--- src/rtl/execute_stage_if.sv ---
// Bundle between decode, hazard unit, forwarding sources and memory stage for execute_stage.
interface execute_stage_if #(
   parameter int DATA_W = 16,
   parameter int RID_W  = 3
);
   logic              stall;
   logic              flush;
   logic              IRegWrite;
   logic [1:0]        IRegStore;
   logic              IMemWrite;
   logic              IMemRead;
   logic [DATA_W-1:0] IPCP2;
   logic [DATA_W-1:0] IRs1Data;
   logic [DATA_W-1:0] IRs2Data;
   logic [DATA_W-1:0] IImm;
   logic              IALUSrc;
   logic [2:0]        IALUOp;
   logic [RID_W-1:0]  IRs1;
   logic [RID_W-1:0]  IRs2;
   logic [RID_W-1:0]  IRd;
   logic              memRegWrite;
   logic [RID_W-1:0]  memRd;
   logic [DATA_W-1:0] memALUResult;
   logic              wbRegWrite;
   logic [RID_W-1:0]  wbRd;
   logic [DATA_W-1:0] wbData;
   logic              ORegWrite;
   logic [1:0]        ORegStore;
   logic              OMemWrite;
   logic              OMemRead;
   logic [DATA_W-1:0] OPCP2;
   logic [DATA_W-1:0] OALUResult;
   logic [DATA_W-1:0] OThirdArg;
   logic [RID_W-1:0]  ORd;
   logic              busy;

   modport master (
      output stall, flush, IRegWrite, IRegStore, IMemWrite, IMemRead, IPCP2,
             IRs1Data, IRs2Data, IImm, IALUSrc, IALUOp, IRs1, IRs2, IRd,
             memRegWrite, memRd, memALUResult, wbRegWrite, wbRd, wbData,
      input  ORegWrite, ORegStore, OMemWrite, OMemRead, OPCP2, OALUResult,
             OThirdArg, ORd, busy
   );

   modport slave (
      input  stall, flush, IRegWrite, IRegStore, IMemWrite, IMemRead, IPCP2,
             IRs1Data, IRs2Data, IImm, IALUSrc, IALUOp, IRs1, IRs2, IRd,
             memRegWrite, memRd, memALUResult, wbRegWrite, wbRd, wbData,
      output ORegWrite, ORegStore, OMemWrite, OMemRead, OPCP2, OALUResult,
             OThirdArg, ORd, busy
   );
endinterface

--- src/rtl/execute_stage.sv ---
// Execute stage: ID/EX register, operand forwarding, ALU with iterative shift-add multiplier.
// Define EXEC_FORWARD_EN to enable the EX/MEM and write-back forwarding muxes.
module execute_stage #(
   parameter int DATA_W = 16,
   parameter int RID_W  = 3
) (
   input logic           clk,
   input logic           reset,
   execute_stage_if.slave bus
);
   localparam int CNT_W = $clog2(DATA_W);

   localparam logic [2:0] OP_ADD = 3'b000;
   localparam logic [2:0] OP_SUB = 3'b001;
   localparam logic [2:0] OP_AND = 3'b010;
   localparam logic [2:0] OP_OR  = 3'b011;
   localparam logic [2:0] OP_XOR = 3'b100;
   localparam logic [2:0] OP_SLL = 3'b101;
   localparam logic [2:0] OP_SRL = 3'b110;
   localparam logic [2:0] OP_MUL = 3'b111;

   typedef enum logic [1:0] {IDLE, RUN, DONE} mul_state_t;

   typedef struct packed {
      logic              reg_write;
      logic [1:0]        reg_store;
      logic              mem_write;
      logic              mem_read;
      logic [DATA_W-1:0] pcp2;
      logic [DATA_W-1:0] rs1_data;
      logic [DATA_W-1:0] rs2_data;
      logic [DATA_W-1:0] imm;
      logic              alu_src;
      logic [2:0]        alu_op;
      logic [RID_W-1:0]  rs1;
      logic [RID_W-1:0]  rs2;
      logic [RID_W-1:0]  rd;
   } idex_t;

   idex_t             idex;
   idex_t             idex_next;
   mul_state_t        state;
   logic [DATA_W-1:0] mul_a;
   logic [DATA_W-1:0] mul_b;
   logic [DATA_W-1:0] acc;
   logic [CNT_W-1:0]  count;
   logic [DATA_W-1:0] fwd_a;
   logic [DATA_W-1:0] fwd_b;
   logic [DATA_W-1:0] op_b;
   logic [DATA_W-1:0] alu_result;
   logic              busy;
   logic              hold;

   assign idex_next = '{
      reg_write: bus.IRegWrite, reg_store: bus.IRegStore,
      mem_write: bus.IMemWrite, mem_read: bus.IMemRead,
      pcp2: bus.IPCP2, rs1_data: bus.IRs1Data, rs2_data: bus.IRs2Data,
      imm: bus.IImm, alu_src: bus.IALUSrc, alu_op: bus.IALUOp,
      rs1: bus.IRs1, rs2: bus.IRs2, rd: bus.IRd
   };

`ifdef EXEC_FORWARD_EN
   function automatic logic [DATA_W-1:0] forward(
      input logic [RID_W-1:0]  rs,
      input logic [DATA_W-1:0] rf_data,
      input logic              mem_we,
      input logic [RID_W-1:0]  mem_rd,
      input logic [DATA_W-1:0] mem_val,
      input logic              wb_we,
      input logic [RID_W-1:0]  wb_rd,
      input logic [DATA_W-1:0] wb_val
   );
      if (rs == '0)
         return '0;
      if (mem_we && mem_rd == rs)
         return mem_val;
      if (wb_we && wb_rd == rs)
         return wb_val;
      return rf_data;
   endfunction

   // EX/MEM result takes priority over write-back since it is the younger producer.
   assign fwd_a = forward(idex.rs1, idex.rs1_data, bus.memRegWrite, bus.memRd,
                          bus.memALUResult, bus.wbRegWrite, bus.wbRd, bus.wbData);
   assign fwd_b = forward(idex.rs2, idex.rs2_data, bus.memRegWrite, bus.memRd,
                          bus.memALUResult, bus.wbRegWrite, bus.wbRd, bus.wbData);
`else
   assign fwd_a = idex.rs1_data;
   assign fwd_b = idex.rs2_data;
`endif

   assign op_b = idex.alu_src ? idex.imm : fwd_b;
   assign busy = (state == RUN) || (state == IDLE && idex.alu_op == OP_MUL);
   assign hold = bus.stall || busy;

   always_comb begin
      alu_result = '0;
      case (idex.alu_op)
         OP_ADD:  alu_result = fwd_a + op_b;
         OP_SUB:  alu_result = fwd_a - op_b;
         OP_AND:  alu_result = fwd_a & op_b;
         OP_OR:   alu_result = fwd_a | op_b;
         OP_XOR:  alu_result = fwd_a ^ op_b;
         OP_SLL:  alu_result = fwd_a << op_b[3:0];
         OP_SRL:  alu_result = fwd_a >> op_b[3:0];
         default: alu_result = (state == DONE) ? acc : '0;
      endcase
   end

   // ID/EX register and multiplier sequencer; flush drops any multiply in flight.
   always_ff @(posedge clk) begin
      if (reset) begin
         idex  <= '0;
         state <= IDLE;
         mul_a <= '0;
         mul_b <= '0;
         acc   <= '0;
         count <= '0;
      end else if (bus.flush) begin
         idex  <= '0;
         state <= IDLE;
         acc   <= '0;
         count <= '0;
      end else begin
         if (!hold)
            idex <= idex_next;
         case (state)
            IDLE: begin
               if (idex.alu_op == OP_MUL) begin
                  mul_a <= fwd_a;
                  mul_b <= op_b;
                  acc   <= '0;
                  count <= '0;
                  state <= RUN;
               end
            end
            RUN: begin
               if (mul_b[0])
                  acc <= acc + mul_a;
               mul_a <= mul_a << 1;
               mul_b <= mul_b >> 1;
               count <= count + 1'b1;
               if (count == CNT_W'(DATA_W - 1))
                  state <= DONE;
            end
            DONE: begin
               if (!bus.stall)
                  state <= IDLE;
            end
            default: state <= IDLE;
         endcase
      end
   end

   assign bus.ORegWrite  = idex.reg_write & ~busy;
   assign bus.OMemWrite  = idex.mem_write & ~busy;
   assign bus.OMemRead   = idex.mem_read & ~busy;
   assign bus.ORegStore  = idex.reg_store;
   assign bus.OPCP2      = idex.pcp2;
   assign bus.OALUResult = alu_result;
   assign bus.OThirdArg  = fwd_b;
   assign bus.ORd        = idex.rd;
   assign bus.busy       = busy;
endmodule
--- src/flat_wrapper.sv ---
// flat-port wrapper written by rule: the top's interface ports become plain ports
module execute_stage_flat 
#(
   parameter int DATA_W = 16,
   parameter int RID_W  = 3
)
  (clk, reset, bus_stall, bus_flush, bus_IRegWrite, bus_IRegStore, bus_IMemWrite, bus_IMemRead, bus_IPCP2, bus_IRs1Data, bus_IRs2Data, bus_IImm, bus_IALUSrc, bus_IALUOp, bus_IRs1, bus_IRs2, bus_IRd, bus_memRegWrite, bus_memRd, bus_memALUResult, bus_wbRegWrite, bus_wbRd, bus_wbData, bus_ORegWrite, bus_ORegStore, bus_OMemWrite, bus_OMemRead, bus_OPCP2, bus_OALUResult, bus_OThirdArg, bus_ORd, bus_busy);
  execute_stage_if #(.DATA_W(DATA_W), .RID_W(RID_W)) bus_i ();
  input logic clk;
  input logic reset;
  input wire logic [$bits(bus_i.stall)-1:0] bus_stall;
  input wire logic [$bits(bus_i.flush)-1:0] bus_flush;
  input wire logic [$bits(bus_i.IRegWrite)-1:0] bus_IRegWrite;
  input wire logic [$bits(bus_i.IRegStore)-1:0] bus_IRegStore;
  input wire logic [$bits(bus_i.IMemWrite)-1:0] bus_IMemWrite;
  input wire logic [$bits(bus_i.IMemRead)-1:0] bus_IMemRead;
  input wire logic [$bits(bus_i.IPCP2)-1:0] bus_IPCP2;
  input wire logic [$bits(bus_i.IRs1Data)-1:0] bus_IRs1Data;
  input wire logic [$bits(bus_i.IRs2Data)-1:0] bus_IRs2Data;
  input wire logic [$bits(bus_i.IImm)-1:0] bus_IImm;
  input wire logic [$bits(bus_i.IALUSrc)-1:0] bus_IALUSrc;
  input wire logic [$bits(bus_i.IALUOp)-1:0] bus_IALUOp;
  input wire logic [$bits(bus_i.IRs1)-1:0] bus_IRs1;
  input wire logic [$bits(bus_i.IRs2)-1:0] bus_IRs2;
  input wire logic [$bits(bus_i.IRd)-1:0] bus_IRd;
  input wire logic [$bits(bus_i.memRegWrite)-1:0] bus_memRegWrite;
  input wire logic [$bits(bus_i.memRd)-1:0] bus_memRd;
  input wire logic [$bits(bus_i.memALUResult)-1:0] bus_memALUResult;
  input wire logic [$bits(bus_i.wbRegWrite)-1:0] bus_wbRegWrite;
  input wire logic [$bits(bus_i.wbRd)-1:0] bus_wbRd;
  input wire logic [$bits(bus_i.wbData)-1:0] bus_wbData;
  output wire logic [$bits(bus_i.ORegWrite)-1:0] bus_ORegWrite;
  output wire logic [$bits(bus_i.ORegStore)-1:0] bus_ORegStore;
  output wire logic [$bits(bus_i.OMemWrite)-1:0] bus_OMemWrite;
  output wire logic [$bits(bus_i.OMemRead)-1:0] bus_OMemRead;
  output wire logic [$bits(bus_i.OPCP2)-1:0] bus_OPCP2;
  output wire logic [$bits(bus_i.OALUResult)-1:0] bus_OALUResult;
  output wire logic [$bits(bus_i.OThirdArg)-1:0] bus_OThirdArg;
  output wire logic [$bits(bus_i.ORd)-1:0] bus_ORd;
  output wire logic [$bits(bus_i.busy)-1:0] bus_busy;
  assign bus_i.stall = bus_stall;
  assign bus_i.flush = bus_flush;
  assign bus_i.IRegWrite = bus_IRegWrite;
  assign bus_i.IRegStore = bus_IRegStore;
  assign bus_i.IMemWrite = bus_IMemWrite;
  assign bus_i.IMemRead = bus_IMemRead;
  assign bus_i.IPCP2 = bus_IPCP2;
  assign bus_i.IRs1Data = bus_IRs1Data;
  assign bus_i.IRs2Data = bus_IRs2Data;
  assign bus_i.IImm = bus_IImm;
  assign bus_i.IALUSrc = bus_IALUSrc;
  assign bus_i.IALUOp = bus_IALUOp;
  assign bus_i.IRs1 = bus_IRs1;
  assign bus_i.IRs2 = bus_IRs2;
  assign bus_i.IRd = bus_IRd;
  assign bus_i.memRegWrite = bus_memRegWrite;
  assign bus_i.memRd = bus_memRd;
  assign bus_i.memALUResult = bus_memALUResult;
  assign bus_i.wbRegWrite = bus_wbRegWrite;
  assign bus_i.wbRd = bus_wbRd;
  assign bus_i.wbData = bus_wbData;
  assign bus_ORegWrite = bus_i.ORegWrite;
  assign bus_ORegStore = bus_i.ORegStore;
  assign bus_OMemWrite = bus_i.OMemWrite;
  assign bus_OMemRead = bus_i.OMemRead;
  assign bus_OPCP2 = bus_i.OPCP2;
  assign bus_OALUResult = bus_i.OALUResult;
  assign bus_OThirdArg = bus_i.OThirdArg;
  assign bus_ORd = bus_i.ORd;
  assign bus_busy = bus_i.busy;
  execute_stage #(.DATA_W(DATA_W), .RID_W(RID_W)) u_core (.clk(clk), .reset(reset), .bus(bus_i));
endmodule
--- config.mk ---
export PLATFORM = sky130hd
export DESIGN_NAME = execute_stage_flat
export DESIGN_NICKNAME = d
export VERILOG_FILES = /design/src/rtl/execute_stage_if.sv /design/src/rtl/execute_stage.sv /design/src/flat_wrapper.sv
export SDC_FILE = /design/constraint.sdc
export NUM_CORES = 1
export LEC_CHECK = 0
export BUFFER_PORTS_ARGS = -buffer_cell sky130_fd_sc_hd__buf_4
export CAP_MARGIN = 20
export CELL_PAD_IN_SITES_DETAIL_PLACEMENT = 0
export CELL_PAD_IN_SITES_GLOBAL_PLACEMENT = 1
export CORE_UTILIZATION = 35
export DETAILED_ROUTE_END_ITERATION = 7
export GPL_TIMING_DRIVEN = 0
export PLACE_DENSITY_LB_ADDON = 0.25
export SYNTH_ARGS = -nofsm -noshare
export SYNTH_HDL_FRONTEND = slang
export SYNTH_SLANG_ARGS = --single-unit
export TNS_END_PERCENT = 50
--- constraint.sdc ---
create_clock -name clk -period 10.6 [get_ports clk]
set_input_delay 2.12 -clock clk [delete_from_list [all_inputs] [get_ports clk]]
set_output_delay 2.12 -clock clk [all_outputs]
set_load 0.01 [all_outputs]
==> summary.txt, run 1 <==
Synth
  • Synth Flop Type: dfxtp_1
  • Synth warn: 0
  • Synthesized cell area: approximately 9200 µm²
  • Syn Area/Cell: ~7.5 µm²
  • Synth area leaders: dfxtp_1 (28%), nand2_1 (10%), ha_1 (9.0%), a21oi_1 (8.5%), mux2i_1 (5.1%)
  • Top cells by count, synth: nand2_1 (253), a21oi_1 (157), dfxtp_1 (130)
  • Sequential fraction of the synthesis area: 0.283
  • Net Count, Synth: roughly 1,400
  • Most frequent cell after synthesis: nand2_1
  • Unique masters post-synth: 64
  • EDFF count, synth: 0
  • Ys async rst share: 0
  • Post-synthesis cell count: about 1,200
  • Area leader, netlist: dfxtp_1
  • Yosys reg bits: 130
  • Top-area cell type share of the netlist area: 0.283

Placement
  • Routability Congestion: 0.974
  • Post-DP Area: about 11,000 µm²
  • Hpwl dp: roughly 25,000 µm
  • PortBufs: 135

Timing
  • Worst Skew: 0.0113 ns
  • Fin. max-slew vios: 0
  • Least-Margin Pin Slew: roughly 1.0 ns
  • Fmax: roughly 120 MHz
  • Setup_tns: 0 ns
  • Fin crit share: 0.766
  • Number of setup violations in the final report: 0
  • Hold_ws: ~0.45 ns
  • RSZ-0062 raised after global routing: false
  • Final hold violation count: 0
  • Relative slew margins: 0.282
  • Post-layout min period: 8.11 ns

Pwr
  • VDD IR max: 0.108 mV
  • Power density over the cells: 126 nW/µm²
  • P_leak: 4.86 nW

Clocking
  • Total CTS buffers: 17
  • CTS Buffer Depth: 2
  • CTS Hold Bufs: 0
  • H-tree depth: 4
  • Post-CTS Resized: 0
  • Clock-pin slew on the worst setup and hold paths: 0.06 ns
  • Clock latency on the worst-skew pair: approximately 0.42 ns
  • Clock Sinks: 130
  • Setup repair bufs after CTS: 0
  • Root Buffer Master: clkbuf_16
  • TritonCTS clock tree: yes

Critical path
  • Crit end category: output pin
  • Arrival @ worst endpoint: approximately 6.0 ns
  • CP Launch Type: flop
  • Worst Path Required: between 8 and 9 ns
  • Critical setup path kind: flop to output pin
  • Critical path fanouts, max: 11

Job
  • Max cap viols: 0

Die
  • Row count: between 50 and 60
  • Core area: about 25,000 µm²
  • Die Span Y: between 150 and 200 µm
  • DIE AREA: approximately 27,000 µm²
  • Die X: 164 µm
  • Initial core utilization: 0.361
  • Boundary Pins: approximately 180

Worst hold path
  • Min-delay worst type: flop to flop

Finish
  • Synthesis-to-finish area growth: 22.2%
  • Final #Nets: 1,582
  • N_diodes: 0
  • Post-layout instance area: between 10,000 and 15,000 µm²
  • Fill cell count: roughly 2,700
  • Fraction of layout cells with a size suffix above 1: 0.176

Routing
  • DRT Pass-1 Iters: 8
  • Vias per cell: 5.45
  • DRC Markers: 1
  • Routed wire per std cell: 19.2 µm
  • Total number of vias: between 9,000 and 10,000
  • Final ANT Viol Nets: 0
  • DR iter-0 viols: 1,035
  • Final WL: about 33,000 µm

GRT
  • Global-route wire length before repair: just over 50,000 µm
  • Met1 Track Usage GR: 0.336
  • Vias in the first global route: approximately 9,000
  • GRT busiest layer: met2
  • Met2 GRT Util: 0.398
  • GRT overflow: 0
  • Largest net degree at the start of global routing: 17
  • Total track usage: 0.252
  • Initial antenna violation count: 0
  • Grt met3 use: 0.0551

Run status
  • Violated checks: design-rule violations
  • Status: finished with violations
==> through the flow <==
stage / power (mW) / setup WS, ns / utilization / std cells
3_3_place_gp: 0.809 / 3.04 / 0.417 / 1699
2_1_floorplan: 0.690 / 4.46 / - / 1234
3_5_place_dp: 0.810 / 3.06 / 0.417 / 1699
4_1_cts: 1.42 / 2.60 / 0.441 / 1731
6_report: 1.42 / 2.49 / 0.441 / 1731
5_1_grt: 1.47 / 2.16 / 0.441 / 1731
==> registers in the layout, summed over array words and instances (netlist names) <==
signal	flops
u_core.acc	16
u_core.bus.OPCP2	16
u_core.bus.ORd	3
u_core.bus.ORegStore	2
u_core.bus.OThirdArg	16
u_core.count	4
u_core.fwd_a	16
u_core.idex	23
u_core.mul_a	16
u_core.mul_b	16
u_core.state	2
==> power breakdown <==
part,switching (mW),internal [mW],total (mW)
Sequential,0.0140,0.498,0.512
Combinational,0.162,0.130,0.292
Clock,0.232,0.379,0.612
==> cell usage in the layout, fill, tap and decap left out, drive strengths merged, types with 6 or more instances in the layout <==
cell    count
and2        8
o211ai     18
a22o        9
clkbuf     69
a21o       11
a221oi      6
nand3      17
a211oi     20
a211o       6
or2         6
a222oi     13
nand2     253
o22ai       6
nor2      101
mux2i      50
o21ai      32
buf       204
and3       10
nand2b      9
dfxtp     130
o21a        7
nor3       12
inv        52
ha         66
a311oi     15
xnor2      31
xor2        8
a21oi     157
a22oi       8
a32oi       7
==> final timing paths <==
| check | startpoint | endpoint | slack [ns] | cells after the start |
|---|---|---|---|---|
| worst max-delay path | u_core.idex[12] | bus_OALUResult[15] | 2.49 | 20 |
| worst min-delay path | u_core.idex[77] | u_core.idex[77] | 0.45 | 2 |
| worst max register to register | u_core.idex[12] | u_core.mul_b[2] | 7.86 | 7 |
| worst min register to register | u_core.idex[77] | u_core.idex[77] | 0.45 | 2 |
==> metal layers <==
metal / vias up / wire (µm)
li1: 4597 / -
met3: 77 / 2640
met5: - / 0
met4: 0 / 1110
met1: 4337 / 14900
met2: 420 / 14700
==> final cells by class <==
class                   instances  area [µm²]  area share
plain buffers                 116         613      0.0545
clock buffers                  22         494      0.0440
clock inverters                10         123      0.0109
inverters                      50         188      0.0167
multi-input cells             938        5800       0.516
flip-flops and latches        130        2600       0.231
well taps                     330         413      0.0367
repair buffers                135        1010      0.0902
==> worst max-delay path, stage by stage (launching register included) <==
cell and delay (ns):
dfxtp_1 0.53, buf_6 0.24, mux2i_1 0.71, buf_2 0.42
buf_2 0.37, ha_1 0.24, o21ai_1 0.12, or2_1 0.26
nor3_1 0.23, nand3_1 0.18, o21ai_1 0.22, xnor2_1 0.20
ha_1 0.35, o21a_1 0.13, o21a_1 0.18, and2_1 0.17
a221oi_1 0.23, o21ai_0 0.18, xnor2_1 0.18, o221ai_1 0.24
buf_4 0.17
==> logic make-up after synthesis <==
| kind of cell | synth area share |
|---|---|
| multiplexers | 0.0566 |
| AO/OA/AOI/OAI | 0.248 |
| AND/OR/NAND/NOR | 0.195 |
| adder cells (fa/ha/maj) | 0.0941 |
| buffers and inverters | 0.0871 |
| XOR/XNOR | 0.0371 |
| flip-flops | 0.283 |
(Power assumes the default switching activity.)
==> run 2, diff against run 1 <==
==> constraint.sdc (replaced) <==
create_clock -name clk -period 7.85 [get_ports clk]
set_input_delay 1.57 -clock clk [delete_from_list [all_inputs] [get_ports clk]]
set_output_delay 1.57 -clock clk [all_outputs]
set_load 0.01 [all_outputs]
==> summary.txt, run 2 (synthesis results as in run 1) <==
Finish
  • Utilization after layout: 0.441 (about the same)
  • Fraction of layout cells with a size suffix above 1: 0.176 (+0.000714)
  • Synthesis-to-finish area growth: 22.3% (about the same)
  • Final #Nets: 1,582 (unchanged)
  • Max reg flops: 23 (unchanged)
  • Top reg by flops: u_core.idex
  • Most common cell after layout, fill and taps aside: nand2_1
  • Most frequent cells in the layout: nand2_1 (253), buf_4 (174), a21oi_1 (157)
  • Layout Cells excl Fill: 1,731 (unchanged)
  • N_diodes: 0 (unchanged)

Pwr
  • VDD IR max: 0.146 mV (+35%)
  • Power density over the cells: 170 nW/µm² (+35%)
  • P_leak: 4.86 nW (about the same)
  • Overall power: 1.91 mW (+35%)

Routing
  • Total number of vias: 9,483 (+0.55%)
  • DR iter-0 viols: 1,047 (+1.2%)
  • Final ANT Viol Nets: 0 (unchanged)
  • Final WL: 33,400 µm (+0.29%)
  • DRC Markers: 0 (-1)
  • DRT Pass-1 Iters: 7 (-1)
  • Routed wire per std cell: 19.3 µm (+0.29%)
  • Vias per cell: 5.48 (+0.55%)

Clocking
  • Clock Sinks: 130 (unchanged)
  • Post-CTS Resized: 0 (unchanged)
  • Clock latency on the worst-skew pair: 0.43 ns (about the same)
  • Root Buffer Master: clkbuf_16
  • CTS Buffer Depth: 2 (unchanged)
  • Total CTS buffers: 17 (unchanged)
  • H-tree depth: 4 (unchanged)
  • CTS Hold Bufs: 0 (unchanged)
  • Clock-pin slew on the worst setup and hold paths: 0.06 ns (about the same)
  • TritonCTS clock tree: yes
  • Setup repair bufs after CTS: 0 (unchanged)

Critical path
  • Critical path fanouts, max: 11 (unchanged)
  • Worst reg2reg path depth: 7 (unchanged)
  • CP Launch Type: flop
  • Crit end category: output pin
  • R2R Setup Slk: 5.12 ns (-2.74 ns)
  • Critical setup path kind: flop to output pin
  • Worst Path Required: 6.28 ns (-2.20 ns)
  • Arrival @ worst endpoint: 5.78 ns (-0.21 ns)

Die
  • Die X: 164 µm (unchanged)
  • Core area: 25,500 µm² (unchanged)
  • Boundary Pins: 183 (unchanged)
  • Row count: 58 (unchanged)
  • DIE AREA: 26,900 µm² (unchanged)
  • Die Span Y: 164 µm (unchanged)
  • Initial core utilization: 0.361 (unchanged)

Timing
  • Setup_tns: 0 ns (unchanged)
  • Number of setup violations in the final report: 0 (unchanged)
  • RSZ-0062 raised after global routing: false
  • Relative slew margins: 0.283 (+0.000347)
  • Fmax: about 140 MHz
  • Final hold violation count: 0 (unchanged)
  • Fin crit share: 0.937
  • Least-Margin Pin Slew: 1.05 ns (-0.000505 ns)
  • Fin. max-slew vios: 0 (unchanged)
  • Post-layout min period: 7.35 ns
  • Worst Skew: 0.0129 ns (+0.00168 ns)

Placement
  • Post-placement cell count: 1,699 (unchanged)
  • Routability Congestion: 0.974 (unchanged)
  • PortBufs: 135 (unchanged)
  • Hpwl dp: 25,000 µm (unchanged)

GRT
  • GRT overflow: 0 (unchanged)
  • Global-route wire length before repair: 51,400 µm (unchanged)
  • Initial antenna violation count: 0 (unchanged)
  • Vias in the first global route: 8,932 (unchanged)
  • Largest net degree at the start of global routing: 17 (unchanged)
  • Total track usage: 0.252 (unchanged)

Job
  • Max cap viols: 0 (unchanged)

Worst hold path
  • Hold path depth: 2 (unchanged)
  • Min-delay worst type: flop to flop

Run status
  • Status: complete, no violations
-- run 2: final timing paths --
check,to,from
min,u_core.idex[77],u_core.idex[77]
max,bus_OALUResult[15],u_core.idex[12]
max reg2reg,u_core.mul_b[2],u_core.idex[12]
min reg2reg,u_core.idex[77],u_core.idex[77]
-- run 2: through the flow --
step           hold slack [ns]  setup slack, ns  instance area (µm²)
5_1_grt                  0.472            0.198                11200
2_1_floorplan            0.431             2.26                 9200
3_3_place_gp             0.438            0.838                10600
4_1_cts                  0.453            0.399                11200
6_report                 0.449            0.498                11200
3_5_place_dp             0.444            0.860                10600
-- run 2: report_power, final --
group          switching, mW  total [mW]  internal [mW]
clock network          0.314       0.826          0.512
registers             0.0190       0.691          0.672
logic                  0.219       0.394          0.176
total                  0.551        1.91           1.36
-- run 2: layer usage --
layer,up-vias,track usage,wire length (µm)
li1,4597,-,-
met1,4353,0.336,14700
met2,457,0.398,14700
met3,76,0.0551,2870
met4,0,0.0892,1180
met5,-,0,0
-- run 2: layout make-up --
type,instances,area (µm²)
Clock inverter,10,123
Multi-Input combinational cell,938,5800
Tap cell,330,413
Inverter,50,188
Timing Repair Buffer,135,1010
Buffer,116,613
Fill cell,2657,14200
Sequential cell,130,2600
Clock buffer,22,494
-- run 2: critical path: stages (launching register included) --
cell and delay [ns]:
dfxtp_1 0.54, buf_6 0.24, mux2i_2 0.53, buf_2 0.39
buf_2 0.37, ha_1 0.24, o21ai_1 0.12, or2_1 0.26
nor3_1 0.23, nand3_1 0.18, o21ai_1 0.22, xnor2_1 0.20
ha_1 0.36, o21a_1 0.13, o21a_1 0.18, and2_1 0.17
a221oi_1 0.24, o21ai_0 0.18, xnor2_1 0.18, o221ai_1 0.22
buf_4 0.17
==> run 3, diff against run 2 <==
--- a/config.mk
+++ b/config.mk
@@ -9,6 +9,8 @@
 export CAP_MARGIN = 20
 export CELL_PAD_IN_SITES_DETAIL_PLACEMENT = 0
 export CELL_PAD_IN_SITES_GLOBAL_PLACEMENT = 1
+export CORE_ASPECT_RATIO = 0.6
+export CORE_MARGIN = 5
 export CORE_UTILIZATION = 35
 export DETAILED_ROUTE_END_ITERATION = 7
 export GPL_TIMING_DRIVEN = 0
==> summary.txt, run 3 (synthesis results as in run 1) <==
Run status
  • Status: finished with violations
  • Violated checks: design-rule violations

Pwr
  • Int Power: 1.32 mW (-2.9%)
  • Sw Share: 0.307 (+0.0189)
  • Clock power share: 0.424 (-0.008)
  • Power density over the cells: 170 nW/µm² (-0.25%)
  • Sequential Power Share: 0.363 (about the same)
  • P_sw: 0.586 mW (+6.3%)
  • P_leak: 4.85 nW (-0.23%)
  • Comb pwr share: 0.213 (+0.007)
  • VDD IR max: 0.133 mV (-9.1%)

Critical path
  • Arrival @ worst endpoint: 6.00 ns (+0.22 ns)
  • Critical setup path kind: flop to output pin
  • CP peak stage delay: 0.63 ns (+0.09 ns)
  • Reg-to-reg startpoint: u_core.idex[10]
  • R2R Setup Slk: 4.67 ns (-0.45 ns)
  • CP Launch Type: flop
  • Crit end category: output pin
  • Worst Path Required: 6.28 ns (about the same)
  • CP bufs+invs: 4 (unchanged)
  • Crit path launch: u_core.idex[12]
  • Worst reg2reg path depth: 9 (+2)
  • Critical path fanouts, max: 11 (unchanged)
  • Critical-path cell list: buf_6, mux2i_1, buf_2, buf_2, ha_1, o21ai_1, or2_1, nor3_1, nand3_1, o21ai_1, xnor2_1, ha_1, o21a_1, o21a_1, and2_1, a221oi_1, o21ai_0, xnor2_1, o221ai_1, buf_4
  • Slowest CP cell: mux2i_1
  • Critical path depth: 20 (unchanged)
  • FF-to-FF End: u_core.idex[12]
  • Top delay family on crit path: compound AO/OA/AOI/OAI gates

Finish
  • Top reg by flops: u_core.idex
  • Utilization after layout: 0.430 (-0.0111)
  • Fraction of layout cells with a size suffix above 1: 0.174 (-0.00214)
  • Synthesis-to-finish area growth: 22.3% (unchanged)
  • Max reg flops: 23 (unchanged)
  • Sequential cell area: 2600 µm² (unchanged)
  • Most frequent cells in the layout: nand2_1 (253), buf_4 (174), a21oi_1 (157)
  • Most common cell after layout, fill and taps aside: nand2_1
  • Layout Cells excl Fill: 1,761 (+1.7%)
  • Multi-input logic area: 5800 µm² (about the same)
  • N_diodes: 0 (unchanged)
  • Fill cell count: 2,790 (+5.0%)
  • Final #Nets: 1,582 (unchanged)
  • Post-layout instance area: 11,200 µm² (unchanged)

Worst hold path
  • Hold endpoint: u_core.bus.OPCP2[9]
  • Min-delay worst type: flop to flop
  • Hold path depth: 2 (unchanged)
  • Worst hold start: u_core.bus.OPCP2[9]

Routing
  • Routed wire per std cell: 21.1 µm (+9.3%)
  • DRT Pass-1 Iters: 8 (+1)
  • Final WL: 37,100 µm (+11%)
  • Final ANT Viol Nets: 0 (unchanged)
  • Total number of vias: 9,813 (+3.5%)
  • Vias per cell: 5.57 (+1.7%)
  • DRC Markers: 3 (+3)
  • DR iter-0 viols: 995 (-5.0%)

Clocking
  • Clock Sinks: 130 (unchanged)
  • Clock latency on the worst-skew pair: 0.45 ns (+0.02 ns)
  • Post-CTS Resized: 0 (unchanged)
  • CTS Buffer Depth: 2 (unchanged)
  • TritonCTS clock tree: yes
  • Setup repair bufs after CTS: 0 (unchanged)
  • CTS Hold Bufs: 0 (unchanged)
  • Total CTS buffers: 17 (unchanged)
  • Root Buffer Master: clkbuf_16
  • Clock-pin slew on the worst setup and hold paths: 0.06 ns (about the same)
  • H-tree depth: 4 (unchanged)

Die
  • Initial core utilization: 0.352 (-0.00910)
  • DIE AREA: 29,700 µm² (+10%)
  • Die Span Y: 136 µm (-17%)
  • Row count: 46 (-21%)
  • Boundary Pins: 183 (unchanged)
  • Core area: 26,100 µm² (+2.6%)
  • Die X: 219 µm (+34%)

Timing
  • Fin. max-slew vios: 0 (unchanged)
  • Fin crit share: 0.965 (+0.0282)
  • Hold_ws: 0.453 ns (+0.00372 ns)
  • Least-Margin Pin Slew: 1.09 ns (+0.0460 ns)
  • Post-layout min period: 7.57 ns (+0.221 ns)
  • Worst Skew: 0.0124 ns (-0.000538 ns)
  • RSZ-0062 raised after global routing: false
  • Number of setup violations in the final report: 0 (unchanged)
  • Setup_tns: 0 ns (unchanged)
  • Relative slew margins: 0.251 (-0.0315)
  • Fmax: 132 MHz (-2.9%)
  • Final hold violation count: 0 (unchanged)

Placement
  • Routability Congestion: 0.951 (-2.4%)
  • Post-placement cell count: 1,729 (+1.8%)
  • Post-DP Area: 10,700 µm² (+0.35%)
  • PortBufs: 135 (unchanged)
  • Hpwl dp: 28,400 µm (+14%)

GRT
  • Global-route wire length before repair: 55,600 µm (+8.3%)
  • Total track usage: 0.248 (-0.00444)
  • Initial antenna violation count: 1 (+1)
  • Largest net degree at the start of global routing: 17 (unchanged)
  • GRT overflow: 0 (unchanged)
  • Vias in the first global route: 9,055 (+1.4%)

Job
  • Max cap viols: 0 (unchanged)
run 3: cell type report:
| class | instances | area share |
|---|---|---|
| multi-input cells | 938 | 0.515 |
| flip-flops and latches | 130 | 0.231 |
| repair buffers | 135 | 0.0901 |
| plain buffers | 116 | 0.0545 |
| well taps | 360 | 0.0401 |
| clock buffers | 19 | 0.0385 |
| inverters | 50 | 0.0167 |
| clock inverters | 13 | 0.0134 |
run 3: worst max-delay path by stage:
| stage | to | slack [ns] |
|---|---|---|
| after floorplan | bus_OALUResult[15] | 2.26 |
| after detailed placement | bus_OALUResult[15] | 0.85 |
| after CTS | bus_OALUResult[15] | 0.36 |
| final | bus_OALUResult[15] | 0.28 |
| after global placement | bus_OALUResult[15] | 0.82 |
| after global routing | bus_OALUResult[15] | 0.03 |
run 3: worst reg2reg max path, stage by stage, from the launching register on:
cell and delay (ns):
dfxtp_1 0.29, buf_2 0.20, a31oi_1 0.22, or2_2 0.13, clkbuf_1 0.32, inv_1 0.18, nor2_1 0.62, clkbuf_1 0.47
nand2_1 0.10, a21oi_1 0.48
run 3: power by group through the flow:
stage	sequential (mW)	combinational, mW	clock [mW]
global route	0.692	0.441	0.854
CTS	0.691	0.402	0.822
floorplan	0.696	0.236	0
detailed placement	0.705	0.399	0
global placement	0.705	0.398	0
finish	0.692	0.406	0.809
run 3: metal layers:
metal	up-vias	routed length, µm	GRT usage
li1	4632	-	-
met1	4624	18000	0.381
met3	54	4370	0.0860
met4	2	619	0.0565
met5	-	62	0.0167
met2	501	14000	0.323
run 3: through the flow:
| stage | setup slack, ns | total power, mW |
|---|---|---|
| CTS | 0.362 | 1.91 |
| global placement | 0.820 | 1.10 |
| floorplan | 2.26 | 0.932 |
| global route | 0.0311 | 1.99 |
| detailed placement | 0.850 | 1.10 |
| finish | 0.277 | 1.91 |
